`config.mk`:
```
export PLATFORM = sky130hd
export DESIGN_NAME = afifo_wr_arbiter
export DESIGN_NICKNAME = d
export VERILOG_FILES = /design/src/rtl/afifo_arb_pkg.sv /design/src/rtl/afifo_rr_pick.sv /design/src/rtl/afifo_wr_arbiter.sv
export SDC_FILE = /design/constraint.sdc
export NUM_CORES = 1
export LEC_CHECK = 0
export CORE_MARGIN = 1.5
export CORE_UTILIZATION = 38
export DETAILED_ROUTE_END_ITERATION = 12
export PLACE_DENSITY_LB_ADDON = 0.2
export SYNTH_ARGS = -nofsm -noshare
export SYNTH_HDL_FRONTEND = slang
export SYNTH_SLANG_ARGS = --single-unit
```
`constraint.sdc`:
```
create_clock -name wclk -period 4.9 [get_ports wclk]
set_clock_uncertainty 0.2 [all_clocks]
set_input_delay 0.98 -clock wclk [delete_from_list [all_inputs] [get_ports wclk]]
set_output_delay 0.98 -clock wclk [all_outputs]
set_load 0.005 [all_outputs]
```
`src/rtl/afifo_arb_pkg.sv`:
```
// Shared types and default sizing for the async-FIFO write-port arbiter.
package afifo_arb_pkg;

    typedef enum logic {
        IDLE  = 1'b0,
        GRANT = 1'b1
    } arb_state_e;

    localparam int unsigned NUM_REQ_DEF   = 4;
    localparam int unsigned DATA_W_DEF    = 8;
    localparam int unsigned MAX_BURST_DEF = 4;

endpackage

```
`src/rtl/afifo_rr_pick.sv`:
```
// Rotating priority encoder: first set req_valid bit at or above rr_ptr, wrapping.
module afifo_rr_pick
    import afifo_arb_pkg::*;
#(
    parameter int unsigned NUM_REQ = NUM_REQ_DEF
) (
    input  logic [NUM_REQ-1:0]         req_valid,
    input  logic [$clog2(NUM_REQ)-1:0] rr_ptr,
    output logic [$clog2(NUM_REQ)-1:0] pick_idx,
    output logic                       pick_any
);

    localparam int unsigned IDW = $clog2(NUM_REQ);

    always_comb begin
        int unsigned idx;
        pick_any = 1'b0;
        pick_idx = '0;
        idx      = 0;
        for (int unsigned k = 0; k < NUM_REQ; k++) begin
            idx = 32'(rr_ptr) + k;
            if (idx >= NUM_REQ) begin
                idx = idx - NUM_REQ;
            end
            if (!pick_any && req_valid[idx]) begin
                pick_any = 1'b1;
                pick_idx = IDW'(idx);
            end
        end
    end

endmodule

```
`src/rtl/afifo_wr_arbiter.sv`:
```
// Round-robin, packet-locked arbiter driving the async FIFO write port.
module afifo_wr_arbiter
    import afifo_arb_pkg::*;
#(
    parameter int unsigned NUM_REQ   = NUM_REQ_DEF,
    parameter int unsigned DATA_W    = DATA_W_DEF,
    parameter int unsigned MAX_BURST = MAX_BURST_DEF
) (
    input  logic                        wclk,
    input  logic                        wrst,
    input  logic [NUM_REQ-1:0]          req_valid,
    input  logic [NUM_REQ*DATA_W-1:0]   req_data,
    input  logic [NUM_REQ-1:0]          req_last,
    output logic [NUM_REQ-1:0]          req_ready,
    input  logic                        wfull,
    output logic                        winc,
    output logic [DATA_W-1:0]           wdata,
    output logic [$clog2(NUM_REQ)-1:0]  gnt_id,
    output logic                        busy
);

    localparam int unsigned IDW = $clog2(NUM_REQ);
    localparam int unsigned BCW = $clog2(MAX_BURST + 1);

    arb_state_e       state_q, state_d;
    logic [IDW-1:0]   owner_q, owner_d;
    logic [IDW-1:0]   rr_ptr_q, rr_ptr_d;
    logic [BCW-1:0]   beat_cnt_q, beat_cnt_d;

    logic [IDW-1:0]   pick_idx;
    logic             pick_any;
    logic             own_valid;
    logic             own_last;
    logic [DATA_W-1:0] own_data;
    logic             beat;

    afifo_rr_pick #(
        .NUM_REQ (NUM_REQ)
    ) u_pick (
        .req_valid (req_valid),
        .rr_ptr    (rr_ptr_q),
        .pick_idx  (pick_idx),
        .pick_any  (pick_any)
    );

    always_comb begin
        own_valid = 1'b0;
        own_last  = 1'b0;
        own_data  = '0;
        for (int unsigned i = 0; i < NUM_REQ; i++) begin
            if (owner_q == IDW'(i)) begin
                own_valid = req_valid[i];
                own_last  = req_last[i];
                own_data  = req_data[i*DATA_W +: DATA_W];
            end
        end
    end

    always_ff @(posedge wclk or posedge wrst) begin
        if (wrst) begin
            state_q    <= IDLE;
            owner_q    <= '0;
            rr_ptr_q   <= '0;
            beat_cnt_q <= '0;
        end else begin
            state_q    <= state_d;
            owner_q    <= owner_d;
            rr_ptr_q   <= rr_ptr_d;
            beat_cnt_q <= beat_cnt_d;
        end
    end

    always_comb begin
        state_d    = state_q;
        owner_d    = owner_q;
        rr_ptr_d   = rr_ptr_q;
        beat_cnt_d = beat_cnt_q;
        beat       = 1'b0;
        winc       = 1'b0;
        wdata      = '0;
        req_ready  = '0;
        unique case (state_q)
            IDLE: begin
                if (pick_any) begin
                    owner_d    = pick_idx;
                    beat_cnt_d = '0;
                    state_d    = GRANT;
                end
            end
            GRANT: begin
                beat  = own_valid & ~wfull;
                winc  = beat;
                wdata = own_data;
                for (int unsigned i = 0; i < NUM_REQ; i++) begin
                    req_ready[i] = (owner_q == IDW'(i)) & ~wfull;
                end
                // last and burst cap can coincide; both lead to one release
                if (beat) begin
                    beat_cnt_d = beat_cnt_q + BCW'(1);
                    if (own_last || (beat_cnt_q == BCW'(MAX_BURST - 1))) begin
                        state_d  = IDLE;
                        rr_ptr_d = (owner_q == IDW'(NUM_REQ - 1)) ? '0 : owner_q + IDW'(1);
                    end
                end
            end
            default: state_d = IDLE;
        endcase
    end

    assign gnt_id = owner_q;
    assign busy   = (state_q == GRANT);

endmodule

```
* Word-level counts from Yosys, hierarchy flattened
Index checks and enable logic that the tools add are counted.
W data, S select, Z words.
** Word-level totals
- Register bits after elaboration :: 8
** Operators by class
- Add/subtract/negate cells :: 9
- Order comparisons :: 8
- Equality and inequality tests :: 6
- Muxes and demuxes :: 43
- Bitwise operators :: 7
- Reduce and logical (&&, ||, !) cells :: 11
** Operators with widths (count)
- $lt A32 B3 Y1 const B :: 4
- $mux W32 :: 4
- $ge A32 B3 Y1 const B :: 3
- $sub A32 B3 Y32 const B :: 3
- $mux W8 :: 5
- $mux W1 :: 20
- $mux W2 :: 5
- $bmux W1 S2 :: 4
- $add A2 B2 Y3 const B :: 2
- $mux W3 :: 2
- $pmux W3 S2 :: 1
- $and A1 B1 Y1 :: 5
- $eq A2 B2 Y1 const B :: 2
- $mux W4 :: 1
- $reduce_and A2 Y1 :: 2
- $sub A2 B3 Y4 const B :: 1
- $add A2 B1 Y3 const B :: 1
- $add A3 B1 Y3 const B :: 1
- $eq A3 B2 Y1 const B :: 1
- $ge A2 B3 Y1 const B :: 1
- $logic_and A1 B1 Y1 :: 3
- $logic_not A1 Y1 :: 3
- $reduce_and A3 Y1 :: 1
- $add A2 B1 Y2 const B :: 1
- 7 further kinds :: 8

* Logic depth before layout (Yosys ltp)
Gate-level depths: netlist of run 1.
- Word-level depth :: 16
- Depth in mapped cells :: 7
- Depth with buffers taken out :: 6

* Hierarchy
From an unflattened synthesis of run 1, not the netlist that was laid out.
** Unflattened totals
- Cell total of the unflattened synthesis :: 110
- Area, all modules :: 884.6 µm²
** By module, submodules not included
- afifo_wr_arbiter :: instances 1, cells each 95, area an instance 807.0 µm², seq. area each 200.2 µm²
- afifo_rr_pick :: instances 1, cells each 15, area an instance 77.6 µm², seq. area each 0.0 µm²

* Worst setup path after synthesis of run 1
OpenSTA, ideal clock, no wires.
- Path kind :: input to output
- Start :: input port req_valid[3]
- End :: output port winc
- Data arrival time :: 1649 ps
- Slack :: 2071 ps
- Stages on the path :: 4
- Path buffers :: 0
- Cell sequence :: inv_2 -> a2111oi_4 -> nand2_1 -> inv_1
** On the way
- Longest elaborated chain between the ends :: 3
** RTL lines
- start: declaration :: RTL line afifo_wr_arbiter.sv:11 : input logic [NUM_REQ-1:0] req_valid,
- $mux W1 :: RTL line afifo_wr_arbiter.sv:51 : if (owner_q == IDW'(i)) begin
- $and A1 B1 Y1 :: RTL line afifo_wr_arbiter.sv:91 : beat = own_valid & ~wfull;
- $mux W1 :: RTL line afifo_wr_arbiter.sv:82 : unique case (state_q)
- end: declaration :: RTL line afifo_wr_arbiter.sv:16 : output logic winc,
Every way passes these cells.

* Final worst setup path of run 1
Ends and elaborated chain as after synthesis.

==> results of run 1 <==
## critical path: cells and delay by family
family | cells | cell delay, ns
buf+inv | 4 | 1.16
compound gates | 1 | 0.38
simple gates | 1 | 0.22
## stage by stage
step,setup WS [ns],power [µW],utilization (%),area (µm²)
global route,0.735,806,71.5,1460
floorplan,2.07,433,-,853
global placement,1.02,665,70.4,1440
detailed placement,0.974,688,70.4,1440
finish,0.965,733,71.5,1460
CTS,0.963,738,71.5,1460
## flip-flops by register name, summed over array words and instances (netlist names)
name        count
beat_cnt_q      3
busy            1
gnt_id          2
rr_ptr_q        2
## power groups by stage
| stage | combinational [µW] | sequential, µW | clock [µW] |
|---|---|---|---|
| 3_5_place_dp | 555 | 133 | 0 |
| 6_report | 554 | 132 | 46.9 |
| 5_1_grt | 615 | 137 | 53.9 |
| 2_1_floorplan | 308 | 124 | 0 |
| 4_1_cts | 556 | 132 | 50.1 |
| 3_3_place_gp | 537 | 128 | 0 |
## Yosys cell counts (2+ instances only)
master,count
nand2_1,15
o21ai_0,12
inv_1,10
a22oi_1,9
a22o_1,8
dfrtp_1,8
ha_1,6
and2_1,5
clkbuf_1,4
mux2i_1,4
a21oi_1,3
buf_2,3
nor2_1,3
mux2_1,2
## cell usage in the layout (no fill, tap or decap)
cell type | synthesis | layout
o221ai_1 | 1 | 1
nand3_1 | 1 | 1
clkbuf_4 | 0 | 3
ha_1 | 6 | 6
a22o_1 | 8 | 8
or2_2 | 1 | 1
nor4_1 | 1 | 1
a22oi_1 | 9 | 9
and2_1 | 5 | 5
inv_2 | 1 | 1
nor2_1 | 3 | 3
a21o_1 | 1 | 1
a2111oi_4 | 1 | 1
o211ai_2 | 1 | 1
mux2i_1 | 4 | 4
nor3b_2 | 1 | 1
o21ai_0 | 12 | 12
a21oi_1 | 3 | 3
nand2_1 | 15 | 15
a221oi_1 | 1 | 1
a211oi_1 | 1 | 1
nand3b_1 | 1 | 1
inv_1 | 10 | 10
mux2_1 | 2 | 2
a21boi_0 | 1 | 1
dfrtp_1 | 8 | 8
o2bb2ai_1 | 1 | 1
clkdlybuf4s50_1 | 0 | 58
nor2b_1 | 1 | 1
## logic make-up after synthesis
family,after synthesis,synth area share (%)
AOI/OAI and AO/OA,40,35.3
adders and majority gates,6,8.80
buffers and inverters,18,8.36
DFF,8,23.5
muxes,6,7.33
and+or+nand+nor,29,16.7
## cell type report
cell class / count / area (µm²)
multi-input combinational: 81 / 582
fill: 170 / 582
timing repair buffer: 58 / 581
sequential: 8 / 200
inverter: 11 / 41.3
tap: 27 / 33.8
clock buffer: 3 / 22.5
## layer usage
layer,wire length [µm],vias up
met3,269,8
li1,-,493
met4,61,0
met2,1380,65
met5,0,-
met1,1160,456
## final timing paths
| path | startpoint | endpoint | slack [ns] | cells past startpoint |
|---|---|---|---|---|
| worst min register to register | beat_cnt_q[0] | beat_cnt_q[0] | 0.29 | 1 |
| max in group asynchronous | wrst | rr_ptr_q[0] | 3.52 | 2 |
| min in group asynchronous | wrst | rr_ptr_q[1] | 0.76 | 2 |
| worst max-delay path | req_valid[3] | winc | 0.97 | 6 |
| worst min-delay path | beat_cnt_q[0] | beat_cnt_q[0] | 0.29 | 1 |
| worst max register to register | gnt_id[0] | rr_ptr_q[0] | 2.48 | 6 |
==> metrics.md, run 1 <==
| Metric | Value |
|---|---|
| Via/cell ratio | `5.44` |
| Clock sink total | `8` |
| Layout Cells excl Fill | `188` |
| Tcrit/Tclk final | `80.3%` |
| Met1 usage | `28.8%` |
| Main flop type after synthesis | `dfrtp_1` |
| Leading post-synthesis cells by cell area | `dfrtp_1, ha_1, a22o_1` |
| Fin. Hold Viols | `0` |
| Status | `finished clean` |
| Clock share of power | `6.4%` |
| Critical path peak fanout | `4` |
| Int Power | `432 µW` |
| Longest Clk Path Bufs | `2` |
| HPWL after DPL | `2.25 mm` |
| Initial core utilization | `41.8%` |
| Post-CTS sizing | `0` |
| Critical path startpoint category | `input port` |
| Synth unique cells | `29` |
| Async S/R FF share, synth | `100%` |
| Share of cells above drive strength 1 | `4.97%` |
| Overflow after GRT | `0` |
| Placed cells | `185` |
| Post-Synthesis Cell Area | `853 µm²` |
| Syn nets | `156` |
| Min-delay worst type | `register to register` |
| Grt met3 use | `6.25%` |
| Synthesized instance count | `107` |
| GPL Wtd Cong | `0.761` |
| Core ar. | `0.00204 mm²` |
| Post-synth top area cell | `dfrtp_1` |
| Critical Path RT | `3.72 ns` |
| Initial antenna violation count | `0` |
| Seq/Total Area, Yosys | `23.5%` |
| Gate power share | `75.6%` |
| Yosys synthesis warning count | `0` |
| Initial drt markers | `26` |
| Final setup viols | `0` |
| First-pass GRT wire length | `4.69 mm` |
| F_max | `0.254 GHz` |
| Post-synth EDFFs | `0` |
| CTS tree | `built` |
| Die Y | `50.4 µm` |
| Global Route Usage Sum | `24.0%` |
| Antenna Cells | `0` |
| H-tree depth | `1` |
| Row count | `16` |
| Avg Cell Area, Syn | `7.97 µm²` |
| Root Driver | `clkbuf_4` |
| Die W | `50.4 µm` |
| Pwr Density | `502 mW/mm²` |
| CP Class | `input port to output pin` |
| Post-route antenna net violation count | `0` |
| Register bit total from synthesis | `8` |
| Arr. time, crit path | `2.75 ns` |
| Top Usage Layer GRT | `met2` |
| Relative slew slack | `54.3%` |
| Die Footprint | `0.00254 mm²` |
| Area grow syn2layout | `71.1%` |
| Slew @ Worst Pin | `0.685 ns` |
| DRT Wirelength | `2.87 mm` |
| Top Ports | `59` |
| Drt pass-1 iters | `4` |
| Top cell type's share of synthesized area | `23.5%` |
| Final Max Slew Viols | `0` |
| Part of the power in registers | `18.0%` |
| Switching portion of total power | `41.1%` |
| P_sw | `301 µW` |
| Clock Latency Late Sink | `0.25 ns` |
| DRC Markers | `0` |
| Max IR drop VDD | `0.396 mV` |
| Nets | `212` |
| Pin count of the biggest net entering global routing | `22` |
| Leak pwr | `0.000632 µW` |
| CP dominant cell by count | `clkdlybuf4s50_1` |
| Worst setup EP type | `output pin` |
| Worst path slowest cell | `clkdlybuf4s50_1` |
| Hold slack | `0.291 ns` |
| RSZ-0062 raised after global routing | `false` |
| Slowest stage delay, CP | `0.50 ns` |
| Number of CTS-inserted buffers | `3` |
| Clk slew on worst S/H paths | `0.05 ns` |
| Via count | `1022` |
| M2 GR Usage | `39.9%` |
| Max cap viols | `0` |
| # Post-CTS Setup Buffers | `0` |
| Fin Setup TNS | `0 ns` |
| Number of port buffers | `58` |
| WL/cell | `15.3 µm` |
| Vias in the first global route | `1008` |
| # hold bufs at CTS | `0` |
| Fin crit period | `3.93 ns` |
| Cell Chain, Critical Path | `clkdlybuf4s50_1, inv_2, a2111oi_4, nand2_1, inv_1, clkdlybuf4s50_1` |
(Power assumes the default switching activity.)
==> run 2, diff against run 1 <==
--- a/config.mk
+++ b/config.mk
@@ -6,7 +6,7 @@
 export NUM_CORES = 1
 export LEC_CHECK = 0
 export CORE_MARGIN = 1.5
-export CORE_UTILIZATION = 38
+export CORE_UTILIZATION = 35
 export DETAILED_ROUTE_END_ITERATION = 12
 export PLACE_DENSITY_LB_ADDON = 0.2
 export SYNTH_ARGS = -nofsm -noshare
==> constraint.sdc (replaced) <==
create_clock -name wclk -period 3.75 [get_ports wclk]
set_clock_uncertainty 0.2 [all_clocks]
set_input_delay 0.75 -clock wclk [delete_from_list [all_inputs] [get_ports wclk]]
set_output_delay 0.75 -clock wclk [all_outputs]
set_load 0.005 [all_outputs]
==> run 2 against run 1 <==
Count of clock-buffer cells in the layout stayed put. Sequential share of layout area shrank 0.15 points. Register-to-register slack got worse by 1.1 ns. Critical path type unchanged. Critical endpoint unchanged.
==> metrics.md, run 2 (same netlist as run 1, synthesis figures left out) <==
| Metric | Value |
|---|---|
| Number of port buffers | `58` |
| Fin Setup TNS | `0 ns` |
| # hold bufs at CTS | `0` |
| Final setup viols | `0` |
| Final Max Slew Viols | `0` |
| Family with the most delay on the worst path | `buffers and inverters` |
| CP dominant cell by count | `clkdlybuf4s50_1` |
| Clk slew on worst S/H paths | `0.05 ns` |
| Relative slew slack | `63.7%` |
| Largest Register | `beat_cnt_q` |
| Nets | `214` |
| Cell Chain, Critical Path | `clkdlybuf4s50_1, inv_2, a2111oi_4, nand2_1, inv_1, clkdlybuf4s50_1` |
| Vias in the first global route | `912` |
| Longest Clk Path Bufs | `2` |
| Via count | `993` |
| CP Class | `input port to output pin` |
| Design area | `0.00148 mm²` |
| Pwr Density | `655 mW/mm²` |
| Max cap viols | `0` |
| Layout Cells excl Fill | `191` |
| Fin crit period | `3.48 ns` |
| DRC Markers | `0` |
| Share of cells above drive strength 1 | `6.13%` |
| Initial core utilization | `37.8%` |
| Post-route antenna net violation count | `0` |
| Critical path peak fanout | `4` |
| Die Y | `52.4 µm` |
| Most common cell after layout, fill and taps aside | `clkdlybuf4s50_1` |
| Global Route Usage Sum | `20.8%` |
| Setup slack after layout | `0.271 ns` |
| Status | `finished clean` |
| Arr. time, crit path | `2.53 ns` |
| Worst path slowest cell | `clkdlybuf4s50_1` |
| Min-delay worst type | `register to register` |
| F_max | `0.287 GHz` |
| Post-CTS sizing | `0` |
| Antenna Cells | `0` |
| Critical Path RT | `2.80 ns` |
| Worst setup EP type | `output pin` |
| Slew @ Worst Pin | `0.542 ns` |
| Hold slack | `0.294 ns` |
| First-pass GRT wire length | `4.28 mm` |
| Critical path startpoint category | `input port` |
| Placed cells | `188` |
| CTS tree | `built` |
| Initial drt markers | `14` |
| Pin count of the biggest net entering global routing | `15` |
| Die W | `52.4 µm` |
| RSZ-0062 raised after global routing | `false` |
| Post-Place Worst Slack | `0.309 ns` |
| GPL Wtd Cong | `0.790` |
| Buf+Inv Stages, Crit Path | `4` |
| Number of CTS-inserted buffers | `3` |
| Slowest stage delay, CP | `0.51 ns` |
| Row count | `17` |
| Core ar. | `0.00225 mm²` |
| WL/cell | `14.6 µm` |
| Initial antenna violation count | `0` |
| Top Ports | `59` |
| Area grow syn2layout | `73.0%` |
| H-tree depth | `1` |
| # Post-CTS Setup Buffers | `0` |
| HPWL after DPL | `2.26 mm` |
| Via/cell ratio | `5.20` |
| Tcrit/Tclk final | `92.8%` |
| DRT Wirelength | `2.79 mm` |
| Drt pass-1 iters | `4` |
| Fin. Hold Viols | `0` |
| Root Driver | `clkbuf_4` |
| Placed Instance Area | `0.00145 mm²` |
| Max IR drop VDD | `0.448 mV` |
| Overflow after GRT | `0` |
| Largest register FFs | `3` |
| Die Footprint | `0.00274 mm²` |
| Clock sink total | `8` |
| Most frequent cells in the layout | `clkdlybuf4s50_1, nand2_1, o21ai_0, inv_1, a22oi_1` |
| Clock Latency Late Sink | `0.25 ns` |
| Leak pwr | `0.000642 µW` |
run 2: layout make-up:
type,count,area (µm²)
fill,196,778
timing repair buffer,60,596
multi-input combinational,81,582
sequential,8,200
inverter,11,41.3
tap,28,35.0
clock buffer,3,22.5
run 2: worst paths after layout:
| path | from | slack (ns) | cells past startpoint | endpoint |
|---|---|---|---|---|
| max in group asynchronous | wrst | 2.59 | 2 | gnt_id[0] |
| min in group asynchronous | wrst | 0.53 | 2 | busy |
| setup / recovery | req_valid[3] | 0.27 | 6 | winc |
| hold / removal | beat_cnt_q[0] | 0.29 | 1 | beat_cnt_q[0] |
| hold reg to reg | beat_cnt_q[0] | 0.29 | 1 | beat_cnt_q[0] |
| setup reg to reg | gnt_id[1] | 1.42 | 6 | rr_ptr_q[1] |
run 2: routing by layer:
layer / share of wire (%) / up-vias / global-route usage (%) / routed length, µm
li1: - / 497 / - / -
met4: 0.57 / 0 / 6.84 / 16
met5: 0 / - / 0 / 0
met2: 49 / 46 / 35.6 / 1370
met3: 8.3 / 2 / 3.43 / 230
met1: 42 / 448 / 26.4 / 1170
run 2: through the flow:
stage / util, % / power, µW
6_report: 65.5 / 967
5_1_grt: 65.5 / 1060
4_1_cts: 65.5 / 975
3_5_place_dp: 64.5 / 909
3_3_place_gp: 64.5 / 888
2_1_floorplan: - / 565
run 2: where the power goes:
part / switching (µW) / total [µW] / internal (µW)
combinational: 318 / 732 / 414
clock: 27.2 / 63.7 / 36.5
sequential: 44.0 / 171 / 127
